### config.mk
export PLATFORM = sky130hd
export DESIGN_NAME = frame_mem_arbiter
export DESIGN_NICKNAME = d
export VERILOG_FILES = /design/src/rtl/frame_mem_arbiter.sv
export SDC_FILE = /design/constraint.sdc
export NUM_CORES = 1
export LEC_CHECK = 0
export ABC_AREA = 0
export BUFFER_PORTS_ARGS = -buffer_cell sky130_fd_sc_hd__buf_2
export CORE_AREA = 2 2 114 116
export DETAILED_ROUTE_END_ITERATION = 8
export DIE_AREA = 0 0 116 118
export SYNTH_ARGS = -nofsm -noshare
export SYNTH_HDL_FRONTEND = slang
export SYNTH_SLANG_ARGS = --single-unit
### constraint.sdc
create_clock -name clk -period 2.5 [get_ports clk]
set_clock_uncertainty 0.2 [all_clocks]
set_input_delay 0.25 -clock clk [delete_from_list [all_inputs] [get_ports clk]]
set_output_delay 0.25 -clock clk [all_outputs]
set_load 0.005 [all_outputs]
### src/rtl/frame_mem_arbiter.sv
`timescale 1ns/1ps
// frame_mem_arbiter
// Shares the single external memory command port between the two camera write
// streams (wr0, wr1) and the display read stream (rd). Grants are bursts of up
// to MAX_BURST accepted transfers, ending early when the owner drops its request.
// Arbitration is round-robin wr0 -> wr1 -> rd. There is one ARB bubble cycle
// between consecutive grants.
//
// Optional feature macro: RD_PRIORITY_EN
//   When defined, a pending rd wins arbitration. The only exception is directly
//   after an rd grant while a writer is waiting, which keeps writers from
//   starving. Writers round-robin between themselves.
//
// Ports:
//   clk, reset             clock, synchronous active-low reset
//   wrN_en/addr/data       write requests (en active-low), wrN_rdy = accepted
//   rd_en/addr, rd_rdy     read command request (en active-low) and accept
//   rd_data, rd_data_valid read return, forwarded straight from memory
//   mem_*                  memory command port (strobes active-low)
//   gnt                    one-hot owner {rd, wr1, wr0}, 0 while arbitrating
module frame_mem_arbiter #(
    parameter int unsigned DATA_WIDTH = 32,
    parameter int unsigned ADDR_WIDTH = 29,
    parameter int unsigned MAX_BURST  = 64
) (
    input  logic                  clk,
    input  logic                  reset,
    input  logic                  wr0_en,
    input  logic [ADDR_WIDTH-1:0] wr0_addr,
    input  logic [DATA_WIDTH-1:0] wr0_data,
    output logic                  wr0_rdy,
    input  logic                  wr1_en,
    input  logic [ADDR_WIDTH-1:0] wr1_addr,
    input  logic [DATA_WIDTH-1:0] wr1_data,
    output logic                  wr1_rdy,
    input  logic                  rd_en,
    input  logic [ADDR_WIDTH-1:0] rd_addr,
    output logic                  rd_rdy,
    output logic [DATA_WIDTH-1:0] rd_data,
    output logic                  rd_data_valid,
    output logic                  mem_wr_en,
    output logic                  mem_rd_en,
    output logic [ADDR_WIDTH-1:0] mem_addr,
    output logic [DATA_WIDTH-1:0] mem_wdata,
    input  logic                  mem_rdy,
    input  logic [DATA_WIDTH-1:0] mem_rd_data,
    input  logic                  mem_rd_valid,
    output logic [2:0]            gnt
);

    typedef enum logic [1:0] {StArb, StGntWr0, StGntWr1, StGntRd} state_e;

    localparam logic [1:0]  OwnWr0    = 2'd0;
    localparam logic [1:0]  OwnWr1    = 2'd1;
    localparam logic [1:0]  OwnRd     = 2'd2;
    localparam logic [16:0] BurstLen  = 17'(MAX_BURST);

    state_e      state;
    logic [15:0] cnt;
    logic [1:0]  last;
`ifdef RD_PRIORITY_EN
    logic        rd_last;  // previous grant went to rd
`endif

    logic req_wr0, req_wr1, req_rd;
    assign req_wr0 = ~wr0_en;
    assign req_wr1 = ~wr1_en;
    assign req_rd  = ~rd_en;

    // Read return is independent of ownership so late reads still arrive.
    assign rd_data       = mem_rd_data;
    assign rd_data_valid = mem_rd_valid;

    // Arbitration winner among pending requests
    logic [1:0] win;
    logic       win_vld;
    always_comb begin
        win     = OwnWr0;
        win_vld = req_wr0 | req_wr1 | req_rd;
`ifdef RD_PRIORITY_EN
        if (req_rd && !(rd_last && (req_wr0 || req_wr1))) begin
            win = OwnRd;
        end else if (last == OwnWr0) begin
            win = req_wr1 ? OwnWr1 : OwnWr0;
        end else begin
            win = req_wr0 ? OwnWr0 : OwnWr1;
        end
`else
        case (last)
            OwnWr0:  win = req_wr1 ? OwnWr1 : (req_rd  ? OwnRd  : OwnWr0);
            OwnWr1:  win = req_rd  ? OwnRd  : (req_wr0 ? OwnWr0 : OwnWr1);
            default: win = req_wr0 ? OwnWr0 : (req_wr1 ? OwnWr1 : OwnRd);
        endcase
`endif
    end

    // Current owner's request and index
    logic       own_req;
    logic [1:0] own_idx;
    always_comb begin
        own_req = 1'b0;
        own_idx = OwnWr0;
        unique case (state)
            StGntWr0: begin own_req = req_wr0; own_idx = OwnWr0; end
            StGntWr1: begin own_req = req_wr1; own_idx = OwnWr1; end
            StGntRd:  begin own_req = req_rd;  own_idx = OwnRd;  end
            default:  ;
        endcase
    end

    logic accept, burst_done;
    assign accept     = own_req & mem_rdy;
    assign burst_done = accept && (({1'b0, cnt} + 17'd1) == BurstLen);

    // Command port mux; idle values while arbitrating
    always_comb begin
        mem_wr_en = 1'b1;
        mem_rd_en = 1'b1;
        mem_addr  = '0;
        mem_wdata = '0;
        wr0_rdy   = 1'b0;
        wr1_rdy   = 1'b0;
        rd_rdy    = 1'b0;
        unique case (state)
            StGntWr0: begin
                mem_wr_en = wr0_en;
                mem_addr  = wr0_addr;
                mem_wdata = wr0_data;
                wr0_rdy   = req_wr0 & mem_rdy;
            end
            StGntWr1: begin
                mem_wr_en = wr1_en;
                mem_addr  = wr1_addr;
                mem_wdata = wr1_data;
                wr1_rdy   = req_wr1 & mem_rdy;
            end
            StGntRd: begin
                mem_rd_en = rd_en;
                mem_addr  = rd_addr;
                rd_rdy    = req_rd & mem_rdy;
            end
            default: ;
        endcase
    end

    always_ff @(posedge clk) begin
        if (!reset) begin
            state   <= StArb;
            gnt     <= '0;
            cnt     <= '0;
            last    <= OwnRd;
`ifdef RD_PRIORITY_EN
            rd_last <= 1'b0;
`endif
        end else begin
            if (state == StArb) begin
                if (win_vld) begin
                    cnt <= '0;
                    case (win)
                        OwnWr0:  begin state <= StGntWr0; gnt <= 3'b001; end
                        OwnWr1:  begin state <= StGntWr1; gnt <= 3'b010; end
                        default: begin state <= StGntRd;  gnt <= 3'b100; end
                    endcase
                end
            end else begin
                if (accept) begin
                    cnt <= cnt + 16'd1;
                end
                // Count limit and request drop can coincide; one exit either way.
                if (burst_done || !own_req) begin
                    state <= StArb;
                    gnt   <= '0;
`ifdef RD_PRIORITY_EN
                    if (state == StGntRd) begin
                        rd_last <= 1'b1;
                    end else begin
                        rd_last <= 1'b0;
                        last    <= own_idx;
                    end
`else
                    last  <= own_idx;
`endif
                end
            end
        end
    end

endmodule

Yosys cells after proc, flatten, opt, wreduce, memory -nomap -nowiden
Cells that the tools add are included.

Add/subtract/negate cells: 2. Equality and inequality tests: 7. Mux-type cells: 27. Bitwise logic cells: 10. Reduce and logical (&&, ||, !) cells: 11.

Operators with widths (number): $pmux W29 S3 (1); $pmux W32 S2 (1); $mux W16 (3); $add A16 B1 Y17 const B (1); $eq A17 B7 Y1 const B (1); $add A16 B1 Y16 const B (1); $mux W2 (8); $pmux W2 S2 (3); $mux W3 (3); $eq A2 B1 Y1 const B (3); $logic_not A2 Y1 (3); $pmux W3 S2 (1); $reduce_and A2 Y1 (3); $mux W1 (5); $and A1 B1 Y1 (4); $eq A2 B2 Y1 const B (2); $not A1 Y1 (4); $reduce_bool A2 Y1 (2); $pmux W1 S3 (1); $ne A2 B2 Y1 const B (1); $or A1 B1 Y1 (2); $pmux W1 S2 (1); $logic_and A1 B1 Y1 (1); $logic_not A1 Y1 (1); $logic_or A1 B1 Y1 (1).

Bits in registers: 23. Bits of input ports: 190. Output and inout bits: 102. Logic and storage cells: 61.

Longest topological paths before layout
Gate-level depths: netlist (run 1).

Depth after elaboration: 7. Depth in mapped cells: 9. Gate-level depth less buffers: 8.

Least setup slack after synthesis (run 1)
OpenSTA, ideal clock, no wires.

Path kind: reg2reg. Start point: register cnt[0]. End point: register last[1]. Setup time: 0.120 ns. Data arrival time: 2.141 ns. Data required time: 2.180 ns. Slack: 0.039 ns. Cell stages (with the launch flop): 9. Period minus slack after synthesis: 2.461 ns. Path through: dfxtp_1 -> ha_1 -> clkbuf_2 -> nand3_1 -> nor3_1 -> mux2_2 -> nand4_2 -> o21ai_0 -> a211o_1.

Longest elaborated chain between the ends: 5.

Ends and longest elaborated chain: from (decl) (line 59) `logic [15:0] cnt;`; from (signal assigned) (line 167) `cnt <= cnt + 16'd1;`; $add A16 B1 Y17 (line 113) `assign burst_done = accept && (({1'b0, cnt} + 17'd1) == BurstLen);`; $eq A17 B7 Y1 (line 113); $logic_and A1 B1 Y1 (line 113); $logic_or A1 B1 Y1 (line 170) `if (burst_done || !own_req) begin`; $reduce_and A2 Y1 (no source line); to (signal assigned) (line 151) `last <= OwnRd;`; to (signal assigned) (line 181) `last <= own_idx;`; to (decl) (line 60) `logic [1:0] last;`.

Every way passes these cells. A chain may end at the register's enable or synchronous reset.

Worst setup path after layout (run 1)
Start point: register state[1]. End point: output port mem_addr[6].

Longest elaborated chain between the ends: 2. Elaborated cells between the ends (all ways): 4.

Ends and longest elaborated chain: from (decl) (line 58) `state_e state;`; from (signal assigned) (line 148) `state <= StArb;`; from (signal assigned) (line 171) `state <= StArb;`; $eq A2 B2 Y1 / $eq A2 B1 Y1 (equally long branches) (line 124) `unique case (state)`; $pmux W29 S3 * (line 124); to (decl) (line 43) `output logic [ADDR_WIDTH-1:0] mem_addr,`.

Every way passes the cells marked *; elsewhere a longest branch is shown, timed or not.

==> results of run 1 <==
## power by group through the flow
stage	sequential, mW	combinational, mW	clock [mW]
floorplan	0.445	1.08	0
global placement	0.449	1.78	0
detailed placement	0.452	1.81	0
CTS	0.444	1.82	0.364
global route	0.453	1.98	0.377
finish	0.448	1.84	0.357
## cells in the mapped netlist (7+ instances only)
library cell / count / area, um2
nor2_1: 48 / 180
nor2b_1: 36 / 225
a22oi_1: 33 / 248
buf_4: 33 / 248
a222oi_1: 29 / 290
clkbuf_1: 27 / 101
dfxtp_1: 23 / 460
nand2_1: 18 / 67.6
a21oi_1: 17 / 85.1
o21ai_0: 15 / 75.1
inv_1: 9 / 33.8
ha_1: 7 / 87.6
## what timing repair did
action / in CTS / in global routing
pin swaps: 0 / 2
setup endpoints to repair: 3 / 11
gates resized for setup: 2 / 11
hold endpoints to repair: 0 / 0
## final timing paths
path                         startpoint                    to  slack [ps]  cells after the start
setup / recovery  state[1]$_SDFFE_PN0P_           mem_addr[6]         150                      6
hold reg to reg     gnt[2]$_SDFFE_PN0P_   gnt[2]$_SDFFE_PN0P_         280                      2
setup reg to reg    cnt[1]$_SDFFE_PN0P_  last[1]$_SDFFE_PN1P_         150                      7
hold / removal                    reset  cnt[11]$_SDFFE_PN0P_         140                      2
## per-stage QoR
stage	hold WS [ps]	utilization (%)	setup slack (ps)	setup TNS [ps]
floorplan	245	-	38.9	0
global placement	259	31.0	131	0
detailed placement	269	31.0	-13.6	-19.0
CTS	134	31.7	5.05	0
global route	148	32.1	15.7	0
finish	137	32.1	151	0
## routing by layer
layer / track usage [%] / up-vias / wire length [um]
met2: 31.5 / 233 / 6910
met3: 7.62 / 18 / 1650
li1: - / 1756 / -
met4: 2.98 / 0 / 179
met1: 26.2 / 1838 / 5990
met5: 0 / - / 0
## critical path: stages (launching register included)
cell and delay (ps):
dfxtp_2 370, inv_1 90, ha_2 210, buf_12 210, a222oi_1 530, nor2_1 80
buf_2 140
## registers in the layout, summed over array words and instances (netlist names)
| signal | count |
|---|---|
| last | 2 |
| state | 2 |
| gnt | 3 |
| cnt | 16 |
## cells by family (layout without fill, tap and decap cells)
logic type	count (synthesis)	after routing	synth area share [%]
flip-flops	23	23	16.9
AO/OA/AOI/OAI	126	126	36.3
adder cells (fa/ha/maj)	7	7	3.21
buffers and inverters	77	259	16.1
multiplexers	2	2	0.779
AND/OR/NAND/NOR	138	138	26.1
XOR/XNOR	2	2	0.642
## cell type report
| class | count | share of cell area (%) |
|---|---|---|
| clock buffers | 4 | 1.98 |
| inverters | 9 | 0.848 |
| multi-input cells | 275 | 47.3 |
| flip-flops and latches | 23 | 11.7 |
| well taps | 172 | 5.40 |
| repair buffers | 246 | 32.9 |
==> results.toml, run 1 <==
[timing]
rsz0062_at_grt = "false"
drv_slew = 0
finalSetupViolations = 0
min_period_ps = 2350
fmax_ghz = 0.426
worst_pin_slew_ps = 547
finalHoldViolCount = 0
max-slew-margin-rel_pct = 63.5
post-route-period-util_pct = 94.0

[clock_tree]
post-cts-setup-buffers = 0
hold_buffers = 0
cts.sinks = 23
cts_made_buffers = 3
clockBufferDepth = 2
worstSkewPairLatency_ps = 260
h-tree-depth = 1
clockRootBuffer = "clkbuf_16"
clkSlewWorstSetupHoldPaths_ps = 60
cts_tree = "built"

[cells_and_area]
regArea_um2 = 464
nets = 755
design_area_um2 = 3980
final_common_cell = "buf_2"
num_antenna_cells = 0
final_cells = 729
n_fill_cell = 1387
multi_input_area_um2 = 1880
drive_above_1_share_pct = 48.3
area_growth_pct = 45.9
final_cell_mix = "buf_2 (225), nor2_1 (48), a22oi_1 (33), nor2b_1 (33), a222oi_1 (29)"

[critical_path]
crit_required_ps = 2050
worstSetupEndpointType = "primary output"
start_kind = "flip-flop"
worstSetupPathType = "flip-flop to primary output"
path_max_fanout = 62
arrival_ps = 1900

[power]
intPower_mw = 1.41
combPwrFrac_pct = 69.5
p_leak_nw = 1.80
vdd_drop_max_v = 0.000282
p_total_mw = 2.64
switchingPower_mw = 1.23
switching_share_pct = 46.5
clock_power_share_pct = 13.5
pwr-share-seq_pct = 17.0
power_density_nw_per_um2 = 663

[min_path]
min_path_type = "input port to flip-flop"

[synthesis]
ys_types = 51
ys_seq_area_share_pct = 16.9
syn_area_per_cell_um2 = 7.28
ys.flop_type = "dfxtp_1"
ys_ff_latch = 23
syn_area_um2 = 2730
yosys_warnings = 0
ys_async_sr_fraction_pct = 0
syn_inst = 375
synth_enable_flop_cells = 0
synth_nets = 572

[floorplan]
die-area_um2 = 13700
initial_core_util_pct = 22.0
io-pin-count = 292
rows = 41
die_w_um = 116
core_area_um2 = 12400
die_h_um = 118

[job]
max_cap_violations = 0

[global_route]
grtUsageTotal_pct = 19.9
grt_overflow = 0
grt_pass1_vias = 3598
grt_pass1_wl_um = 21100
antenna_found_initial = 0
grt_max_degree = 63

[detailed_routing]
vias = 3845
wl_per_cell_um = 20.2
route.detailed.drc = 1
drtIter0Drc = 386
firstDrtPassIters = 9
viasPerCell = 5.27
totalWireLength_um = 14700
postRouteAntennaNets = 0

[placement]
place_area_um2 = 3850
gp_congestion = 0.944
place.port_buffers = 225
place_inst = 725
dp_hpwl_um = 12100

[status]
outcome = "complete, but fails checks"
violations = "design-rule violations"
(Power assumes the default switching activity.)
==> run 2, diff against run 1 <==
- REMOVE_ABC_BUFFERS: default -> 1
==> run 2 against run 1 <==
Net effect: setup slack got worse by 85 ps; hold slack improved by 11 ps; critical path depth did not move; highest routed layer is now met5; clock power fell by 3%; largest power group unchanged; core utilization shrank 0.19 points; die area is the same; sequential power grew 0.9%; cell area fell by 0.60%; global-route usage fell by 1.5 points; sequential share of layout area increased by 0.10 points; the run now ends clean; critical endpoint is now last[1]$_SDFFE_PN1P_; sequential cell count unchanged; final cell count is the same.
==> results.toml, run 2 (same netlist as run 1, synthesis figures left out) <==
[clock_tree]
clockBufferDepth = 2
h-tree-depth = 1
cts.sinks = 23
hold_buffers = 0
cts_made_buffers = 3
cts_tree = "built"
worstSkewPairLatency_ps = 250
clkSlewWorstSetupHoldPaths_ps = 60
clockRootBuffer = "clkbuf_16"

[cells_and_area]
largest_registers = "cnt (16), gnt (3)"
design_area_um2 = 3960
nets = 753
top_register = "cnt"
area_growth_pct = 45.1
drive_above_1_share_pct = 48.5
largest_reg_flops = 16
final_common_cell = "buf_2"
n_fill_cell = 1344
final_cell_mix = "buf_2 (225), nor2_1 (48), a22oi_1 (33), nor2b_1 (33), a222oi_1 (29)"

[floorplan]
core_area_um2 = 12400
die_h_um = 118
die_w_um = 116
initial_core_util_pct = 22.0
rows = 41
die-area_um2 = 13700
io-pin-count = 292

[power]
p_total_mw = 2.53
p_leak_nw = 1.79
vdd_drop_max_v = 0.000320
power_density_nw_per_um2 = 639

[critical_path]
path_max_fanout = 8
crit_required_ps = 2440
start_kind = "flip-flop"
arrival_ps = 2370
worstSetupPathType = "flip-flop to flip-flop"
regToRegSetupSlack_ps = 70
worstSetupEndpointType = "flip-flop"

[detailed_routing]
drtIter0Drc = 432
viasPerCell = 5.22
route.detailed.drc = 0
wl_per_cell_um = 19.0
totalWireLength_um = 13900
postRouteAntennaNets = 0
firstDrtPassIters = 8
vias = 3804

[timing]
drv_slew = 0
tns_ps = 0
finalSetupViolations = 0
min_period_ps = 2430
rsz0062_at_grt = "false"
post-route-period-util_pct = 97.3
finalHoldViolCount = 0
worst_pin_slew_ps = 530
max-slew-margin-rel_pct = 64.6
fmax_ghz = 0.411

[status]
outcome = "completed"

[placement]
gp_congestion = 0.867
dp_hpwl_um = 11200
place_area_um2 = 3810
place.port_buffers = 225

[global_route]
grt_max_degree = 63
grtUsageTotal_pct = 18.5
grt_pass1_vias = 3592
antenna_found_initial = 2
grt_pass1_wl_um = 19700
grt_overflow = 0

[job]
max_cap_violations = 0

[min_path]
min_path_type = "input port to flip-flop"
## run 2: area by class of cell
| cell class | count | area (um2) | share of cell area, % |
|---|---|---|---|
| Clock inverter | 1 | 5.00 | 0.126 |
| Sequential cell | 23 | 465 | 11.8 |
| Inverter | 9 | 33.8 | 0.853 |
| Multi-Input combinational cell | 275 | 1880 | 47.5 |
| Tap cell | 172 | 215 | 5.43 |
| Timing Repair Buffer | 244 | 1280 | 32.3 |
| Antenna cell | 2 | 5.00 | 0.126 |
| Clock buffer | 3 | 75.1 | 1.90 |
## run 2: final timing paths
check                           start                   end  depth (start not counted)
setup / recovery  cnt[3]$_SDFFE_PN0P_  last[1]$_SDFFE_PN1P_                          6
hold / removal                  rd_en   gnt[2]$_SDFFE_PN0P_                          4
setup reg to reg  cnt[3]$_SDFFE_PN0P_  last[1]$_SDFFE_PN1P_                          6
hold reg to reg   gnt[2]$_SDFFE_PN0P_   gnt[2]$_SDFFE_PN0P_                          2
## run 2: critical path: stages (launching register included)
cell	delay [ps]
dfxtp_1	380
and4_4	250
a211o_1	340
a2111oi_4	430
nand4_2	210
o211a_1	250
a211o_1	260
## run 2: what timing repair did
item	CTS	global route
gates resized for setup	1	17
setup endpoints to repair	7	56
pin swaps	0	3
buffers inserted	0	0
cloned	0	0
## run 2: per-layer routing
layer,track usage [%],vias to the layer above,part of all wire [%]
met5,3.92,-,0.51
met4,3.35,2,1.5
met3,6.49,18,11
met2,30.6,233,46
met1,22.8,1797,40
li1,-,1754,-
## run 2: report_power, final
group,total (mW),switching [mW],internal [mW],leakage (nW)
Sequential,0.452,0.0417,0.410,0.188
Combinational,1.73,0.974,0.759,1.56
Clock,0.346,0.131,0.215,0.0409
## run 2: per-stage QoR
stage          instances  worst slack, ps  utilization (%)  hold slack (ps)
6_report             729             66.5             31.9              148
5_1_grt              729             1.11             31.9              174
4_1_cts              727             19.7             31.4              146
3_5_place_dp         723             35.7             30.7              268
3_3_place_gp         723             93.4             30.7              260
2_1_floorplan        307             -890                -              158
